[config.mk]
export PLATFORM = sky130hd
export DESIGN_NAME = bht_ctrl
export DESIGN_NICKNAME = d
export VERILOG_FILES = /design/src/rtl/bht_ctrl.sv
export SDC_FILE = /design/constraint.sdc
export NUM_CORES = 1
export LEC_CHECK = 0
export CAP_MARGIN = 5
export CORE_MARGIN = 2
export CORE_UTILIZATION = 40
export CTS_CLUSTER_DIAMETER = 30
export DETAILED_ROUTE_END_ITERATION = 10
export PLACE_DENSITY_LB_ADDON = 0.25
export REMOVE_ABC_BUFFERS = 1
export SLEW_MARGIN = 20
export SYNTH_ARGS = -nofsm -noshare
export SYNTH_HDL_FRONTEND = slang
export SYNTH_SLANG_ARGS = --single-unit
[constraint.sdc]
create_clock -name clk_i -period 4.68 [get_ports clk_i]
set_clock_uncertainty 0.05 [all_clocks]
set_input_delay 0.936 -clock clk_i [delete_from_list [all_inputs] [get_ports clk_i]]
set_output_delay 0.936 -clock clk_i [all_outputs]
set_load 0.02 [all_outputs]
[src/rtl/bht_ctrl.sv]
// Branch history table controller: power-up/flush init sweep plus an ordered update queue.
// Optional macro BHT_CTRL_DROP_STATS_EN enables the saturating dropped-update counter.
module bht_ctrl #(
  parameter int unsigned SET_COUNT   = 32,
  parameter int unsigned INDEX_WIDTH = 5,
  parameter int unsigned FIFO_DEPTH  = 4
) (
  input  logic                   clk_i,
  input  logic                   arst_i,
  input  logic                   stall_fetch_i,
  input  logic                   upd_valid_i,
  input  logic [INDEX_WIDTH-1:0] upd_index_i,
  input  logic                   upd_taken_i,
  input  logic                   flush_i,
  output logic                   bht_update_o,
  output logic                   branch_taken_o,
  output logic [INDEX_WIDTH-1:0] set_index_exec_o,
  output logic                   bht_init_o,
  output logic                   busy_o,
  output logic                   fifo_full_o,
  output logic [15:0]            drop_cnt_o
);

  localparam int unsigned PtrW = $clog2(FIFO_DEPTH);
  localparam int unsigned CntW = PtrW + 1;

  typedef enum logic {StInit, StRun} state_e;

  state_e                 state_q, state_d;
  logic [INDEX_WIDTH-1:0] sweep_q, sweep_d;
  logic [PtrW-1:0]        wr_ptr_q, wr_ptr_d, rd_ptr_q, rd_ptr_d;
  logic [CntW-1:0]        count_q, count_d;
  logic [INDEX_WIDTH:0]   mem_q [FIFO_DEPTH];

  logic empty, full, push, pop;

  assign empty = (count_q == '0);
  assign full  = (count_q == CntW'(FIFO_DEPTH));
  // Full is judged at the start of the cycle, so a same-cycle pop never frees a slot.
  assign push  = (state_q == StRun) & upd_valid_i & ~full & ~flush_i;
  assign pop   = bht_update_o & ~flush_i;

  always_comb begin
    state_d  = state_q;
    sweep_d  = sweep_q;
    wr_ptr_d = wr_ptr_q;
    rd_ptr_d = rd_ptr_q;
    count_d  = count_q;
    if (flush_i) begin
      state_d  = StInit;
      sweep_d  = '0;
      wr_ptr_d = '0;
      rd_ptr_d = '0;
      count_d  = '0;
    end else begin
      if (state_q == StInit) begin
        sweep_d = sweep_q + INDEX_WIDTH'(1);
        if (sweep_q == INDEX_WIDTH'(SET_COUNT - 1)) begin
          state_d = StRun;
          sweep_d = '0;
        end
      end
      if (push) wr_ptr_d = wr_ptr_q + PtrW'(1);
      if (pop)  rd_ptr_d = rd_ptr_q + PtrW'(1);
      count_d = count_q + CntW'(push) - CntW'(pop);
    end
  end

  always_comb begin
    busy_o           = (state_q == StInit);
    bht_init_o       = (state_q == StInit);
    bht_update_o     = (state_q == StRun) & ~empty & ~stall_fetch_i;
    set_index_exec_o = '0;
    branch_taken_o   = 1'b0;
    fifo_full_o      = full;
    if (state_q == StInit) begin
      set_index_exec_o = sweep_q;
    end else if (bht_update_o) begin
      {set_index_exec_o, branch_taken_o} = mem_q[rd_ptr_q];
    end
  end

  always_ff @(posedge clk_i or posedge arst_i) begin
    if (arst_i) begin
      state_q  <= StInit;
      sweep_q  <= '0;
      wr_ptr_q <= '0;
      rd_ptr_q <= '0;
      count_q  <= '0;
    end else begin
      state_q  <= state_d;
      sweep_q  <= sweep_d;
      wr_ptr_q <= wr_ptr_d;
      rd_ptr_q <= rd_ptr_d;
      count_q  <= count_d;
    end
  end

  always_ff @(posedge clk_i) begin
    if (push) mem_q[wr_ptr_q] <= {upd_index_i, upd_taken_i};
  end

`ifdef BHT_CTRL_DROP_STATS_EN
  logic        drop;
  logic [15:0] drop_cnt_q;

  assign drop = upd_valid_i & (flush_i | (state_q == StInit) | full);

  // Survives flush; only the async reset clears it.
  always_ff @(posedge clk_i or posedge arst_i) begin
    if (arst_i) begin
      drop_cnt_q <= '0;
    end else if (drop && (drop_cnt_q != 16'hFFFF)) begin
      drop_cnt_q <= drop_cnt_q + 16'd1;
    end
  end

  assign drop_cnt_o = drop_cnt_q;
`else
  assign drop_cnt_o = '0;
`endif

endmodule

# --- Yosys cells after proc, flatten, opt, wreduce, memory -nomap -nowiden ---
# Memories as Yosys holds them, arrays and structs flattened.
# Index checks and enable logic that the tools add are counted.
totals:
  reg_bits: 13
  ramBits: 24
  wordCells: 45
  mem_count: 1
classes:
  n_addsub: 5
  eq_ne: 3
  n_mux: 17
  bitwise_logic: 11
  reduce_logical: 3
memory_table:
  columns: ["memory", "depth", "width", "read_ports", "rd_clocked_by_memory_dff", "write_ports", "line_no", "rtl"]
  rows:
  - ["mem_q", 4, 6, 1, 0, 1, "33", "logic [INDEX_WIDTH:0] mem_q [FIFO_DEPTH];"]
op_table:
  columns: ["operator", "count"]
  rows:
  - ["$mux W5", 5]
  - ["$mux W2", 4]
  - ["$mux W1", 7]
  - ["$and A1 B1 Y1", 6]
  - ["$add A5 B1 Y5 const B", 1]
  - ["$eq A5 B5 Y1 const B", 1]
  - ["$not A1 Y1", 5]
  - ["$add A2 B1 Y2 const B", 2]
  - ["$reduce_bool A2 Y1", 2]
  - ["$add A3 B1 Y3", 1]
  - ["$eq A3 B3 Y1 const B", 1]
  - ["$logic_not A3 Y1", 1]
  - ["$mux W3", 1]
  - ["$sub A3 B1 Y3", 1]
  - ["$ne A2 B2 Y1 const B", 1]

# --- Longest topological paths before layout ---
logic_depth:
  depth_word: 7
  mapped_depth: 12

# --- Worst setup path before layout ---
# No wires, ideal clock.
synth_timing:
  path_type: "in2reg"
  startpoint: "input port flush_i"
  endpoint: "register count_q[2]"
  setup_ns: 0.086
  arrival_ns: 2.804
  required_time_ns: 4.544
  path_slack_ns: 1.740
  stages: 11
  path_cell_list: "clkbuf_1 -> clkbuf_1 -> nor4_1 -> ha_1 -> inv_1 -> ha_1 -> inv_1 -> fa_1 -> xor2_1 -> and2_1 -> nor3_1"
synth_between:
  elab_chain_len: 5
  word_cells_on_any_way: 6
synth_lines:
  columns: ["item", "line_no", "rtl"]
  rows:
  - ["start: declaration", "14", "input logic flush_i,"]
  - ["$not A1 Y1", "40, 41", null]
  - ["$and A1 B1 Y1", "40", "assign push = (state_q == StRun) & upd_valid_i & ~full & ~flush_i;"]
  - ["$add A3 B1 Y3", "65", "count_d = count_q + CntW'(push) - CntW'(pop);"]
  - ["$sub A3 B1 Y3", "65", null]
  - ["$mux W3 (*)", "49", "if (flush_i) begin"]
  - ["named net count_d[2]", "32", "logic [CntW-1:0] count_q, count_d;"]
  - ["end signal: assignment", "95", "count_q <= count_d;"]
  - ["end: declaration", "32", null]
# The timed path passes the listed nets; every way through them passes the cells marked *.
# A chain may end at the register's enable or synchronous reset.

# --- Final worst setup path ---
layout_timing:
  startpoint: "input port stall_fetch_i"
  endpoint: "output port branch_taken_o"
layout_between:
  elab_chain_len: 4
layout_lines:
  columns: ["item", "line_no", "rtl"]
  rows:
  - ["start: declaration", "10", "input logic stall_fetch_i,"]
  - ["$not A1 Y1", "72", "bht_update_o = (state_q == StRun) & ~empty & ~stall_fetch_i;"]
  - ["$and A1 B1 Y1", "72", null]
  - ["$mux W1", "78", "end else if (bht_update_o) begin"]
  - ["$mux W1", "76", "if (state_q == StInit) begin"]
  - ["end: declaration", "16", "output logic branch_taken_o,"]
# Every way passes these cells.

==> metrics.md <==
| Metric | Value |
|---|---|
| Clock sink count | `37` |
| Clk root buf | `clkbuf_8` |
| Lkg Pwr | `0.810 nW` |
| List of most frequent post-synthesis cells | `24 x edfxtp_1, 17 x buf_4, 13 x dfrtp_1` |
| ANT nets after route | `0` |
| Min-delay src | `sweep_q[4]` |
| Die width | `72.1 um` |
| Setup ws final | `1090 ps` |
| Place WS | `1070 ps` |
| Yosys Warn Count | `0` |
| Post-synthesis mux area share | `9.51%` |
| Clk_lat worst skew | `280 ps` |
| Largest family of logic cells by synthesized area | `simple AND/OR/NAND/NOR gates` |
| Detailed Place HPWL | `2280 um` |
| Psw | `129 uW` |
| Internal Pwr Total | `467 uW` |
| DR WL/cell | `14.6 um` |
| Main area contributors after synthesis | `edfxtp_1 39%, dfrtp_1 18%, mux4_2 7.3%` |
| Worst Tran Pin Value | `519 ps` |
| Vias | `1076` |
| Setup TNS | `0 ps` |
| IR drop worst, VDD | `130 uV` |
| Hold buffers post-CTS | `0` |
| Routability Congestion | `0.743` |
| # IOs | `37` |
| Worst EP required | `3690 ps` |
| Reg2Reg Launch Point | `state_q` |
| R2R Path End | `count_q[2]` |
| WHS Path Cells | `2` |
| Combinational Power Share | `7.2%` |
| Adder and majority gate portion of the synthesized area | `6.47%` |
| Non-filler cells, final | `210` |
| Hold Vio Cnt, Final | `0` |
| GR Util All Layers | `13.4%` |
| Critical path class | `in -> out` |
| Worst hold-check path type | `reg -> reg` |
| Post-synthesis register bit count | `37` |
| Initial DRC Count | `53` |
| Seq pwr share | `59.4%` |
| Yosys cell types | `35` |
| CTS buffer count | `5` |
| Mapped Cells | `137` |
| Switching portion of total power | `21.6%` |
| Initial antenna violation count | `0` |
| Max Slew Vio Count | `0` |
| Setup bufs post-CTS | `0` |
| Total die area | `5200 sq um` |
| Clk slew on worst S/H paths | `70 ps` |
| Status | `completed` |
| Setup-failing EPs final | `0` |
| RSZ-0062 raised after global routing | `no` |
| Vias in the first global route | `1075` |
| Vias per cell | `5.12` |
| Post-synth top area share | `38.8%` |
| PD cells | `284 nW/um^2` |
| CTS H-tree lvls | `2` |
| Synth area leader | `edfxtp_1` |
| Fillers | `408` |
| Crit. End Element | `output port` |
| Maximum number of pins on one net before global-route repair | `19` |
| Xor/xnor cell area share of the yosys netlist | `0.472%` |
| Clock Path Buffers | `2` |
| Drt pass-1 iters | `4` |
| Die H | `72.1 um` |
| Main synth FF type | `edfxtp_1` |
| Mapped Area | `1860 sq um` |
| Setup crit start kind | `input pin` |
| Placed inst area | `2020 sq um` |
| Initial core utilization | `42.0%` |
| Asr flop ratio synth | `35.1%` |
| Design area | `2100 sq um` |
| Post-CTS Resized | `0` |
| CTS tree | `built` |
| Tcrit/Tclk final | `76.8%` |
| Hold WS | `539 ps` |
| Core Area | `4410 sq um` |
| Reg2Reg Depth | `11` |
| Syn-to-layout area delta | `13.1%` |
| # nets final | `178` |
| Placed Instances | `203` |
| Routed wire length | `3080 um` |
| Post-synthesis simple-gate area fraction | `11.3%` |
| Port-buffer cells | `20` |
| Share of cells above drive strength 1 | `10.1%` |
| MaxCap Viol Count | `0` |
| Flop-to-flop setup slack | `1950 ps` |
| Most common cell in the synthesized netlist | `edfxtp_1` |
| Sequential-to-total area share from yosys stat | `56.4%` |
| # DRC | `0` |
| Final core occ | `47.5%` |
| Max-slew headroom | `65.4%` |
| Clock power share | `33.5%` |
| ANT cells | `0` |
| # rows | `24` |
| Avg Cell Area, Syn | `13.5 sq um` |
| Achievable frequency | `278 MHz` |
| Number of enable flip-flop cells after synthesis | `24` |
| First-pass GRT wire length | `5200 um` |
| Synth Area in Compound Gates | `5.33%` |
| GRT overflow | `0` |
| Post-layout minimum cycle time | `3590 ps` |
| Hold Path End | `sweep_q[4]` |
| Total Power | `596 uW` |
| CP Max Fanout | `8` |
| Critical Path AT | `2610 ps` |
[final cells by class]
type,instances,area [sq um],area share [%]
timing repair buffer,21,208,9.90
clock buffer,6,72.6,3.46
inverter,8,30.0,1.43
sequential,37,1050,49.9
clock inverter,1,3.75,0.179
tap,52,65.1,3.10
multi-input combinational,85,673,32.1
[cell usage in the layout, fill, tap and decap left out, types with 3 or more instances in the layout]
cell type	instances
edfxtp_1	24
clkdlybuf4s50_1	20
conb_1	16
dfrtp_1	13
nor2_1	9
ha_1	8
inv_1	7
mux4_2	6
and2_1	6
a22o_1	5
clkbuf_8	5
nand2_1	3
a21oi_1	3
nor2b_1	3
mux2i_1	3
nor3_1	3
[worst max-delay path by stage]
stage | slack [ps] | cells past startpoint | startpoint | to
after floorplan | 1950 | 11 | upd_valid_i | count_q[2]
after global placement | 1090 | 4 | stall_fetch_i | branch_taken_o
after detailed placement | 1070 | 4 | stall_fetch_i | branch_taken_o
after CTS | 1070 | 4 | stall_fetch_i | branch_taken_o
after global routing | 1010 | 4 | stall_fetch_i | set_index_exec_o[0]
final | 1090 | 4 | stall_fetch_i | branch_taken_o
[per-layer routing]
metal  global-route usage (%)  routed length (um)  up-vias
li1                         -                   -      502
met1                     16.1                1330      536
met2                     21.8                1520       31
met3                     4.58                 158        7
met4                     6.29                  61        0
met5                        0                   0        -
[power by group through the flow]
stage	combinational [mW]	clock [mW]	sequential [mW]
after floorplan	0.0227	0	0.360
final	0.0428	0.199	0.354
after CTS	0.0426	0.205	0.354
after detailed placement	0.0425	0	0.360
after global routing	0.0468	0.222	0.354
after global placement	0.0409	0	0.360
[sequential cells by signal (all words and copies together) (netlist names)]
| name | flops |
|---|---|
| count_q | 3 |
| rd_ptr_q | 2 |
| wr_ptr_q | 2 |
| sweep_q | 5 |
| mem_q | 24 |
| state_q | 1 |
[cells by family after synthesis]
kind of cell	after synthesis
buffers and inverters	30
muxes	10
AOI/OAI and AO/OA	14
adders and majority gates	9
and+or+nand+nor	35
other	1
DFF	37
xor gates and xnor gates	1
[worst max-delay path: stages]
cell	delay, ps
clkdlybuf4s50_1	490
nor3_4	370
and2_1	200
clkdlybuf4s50_1	600
(Power assumes the default switching activity.)
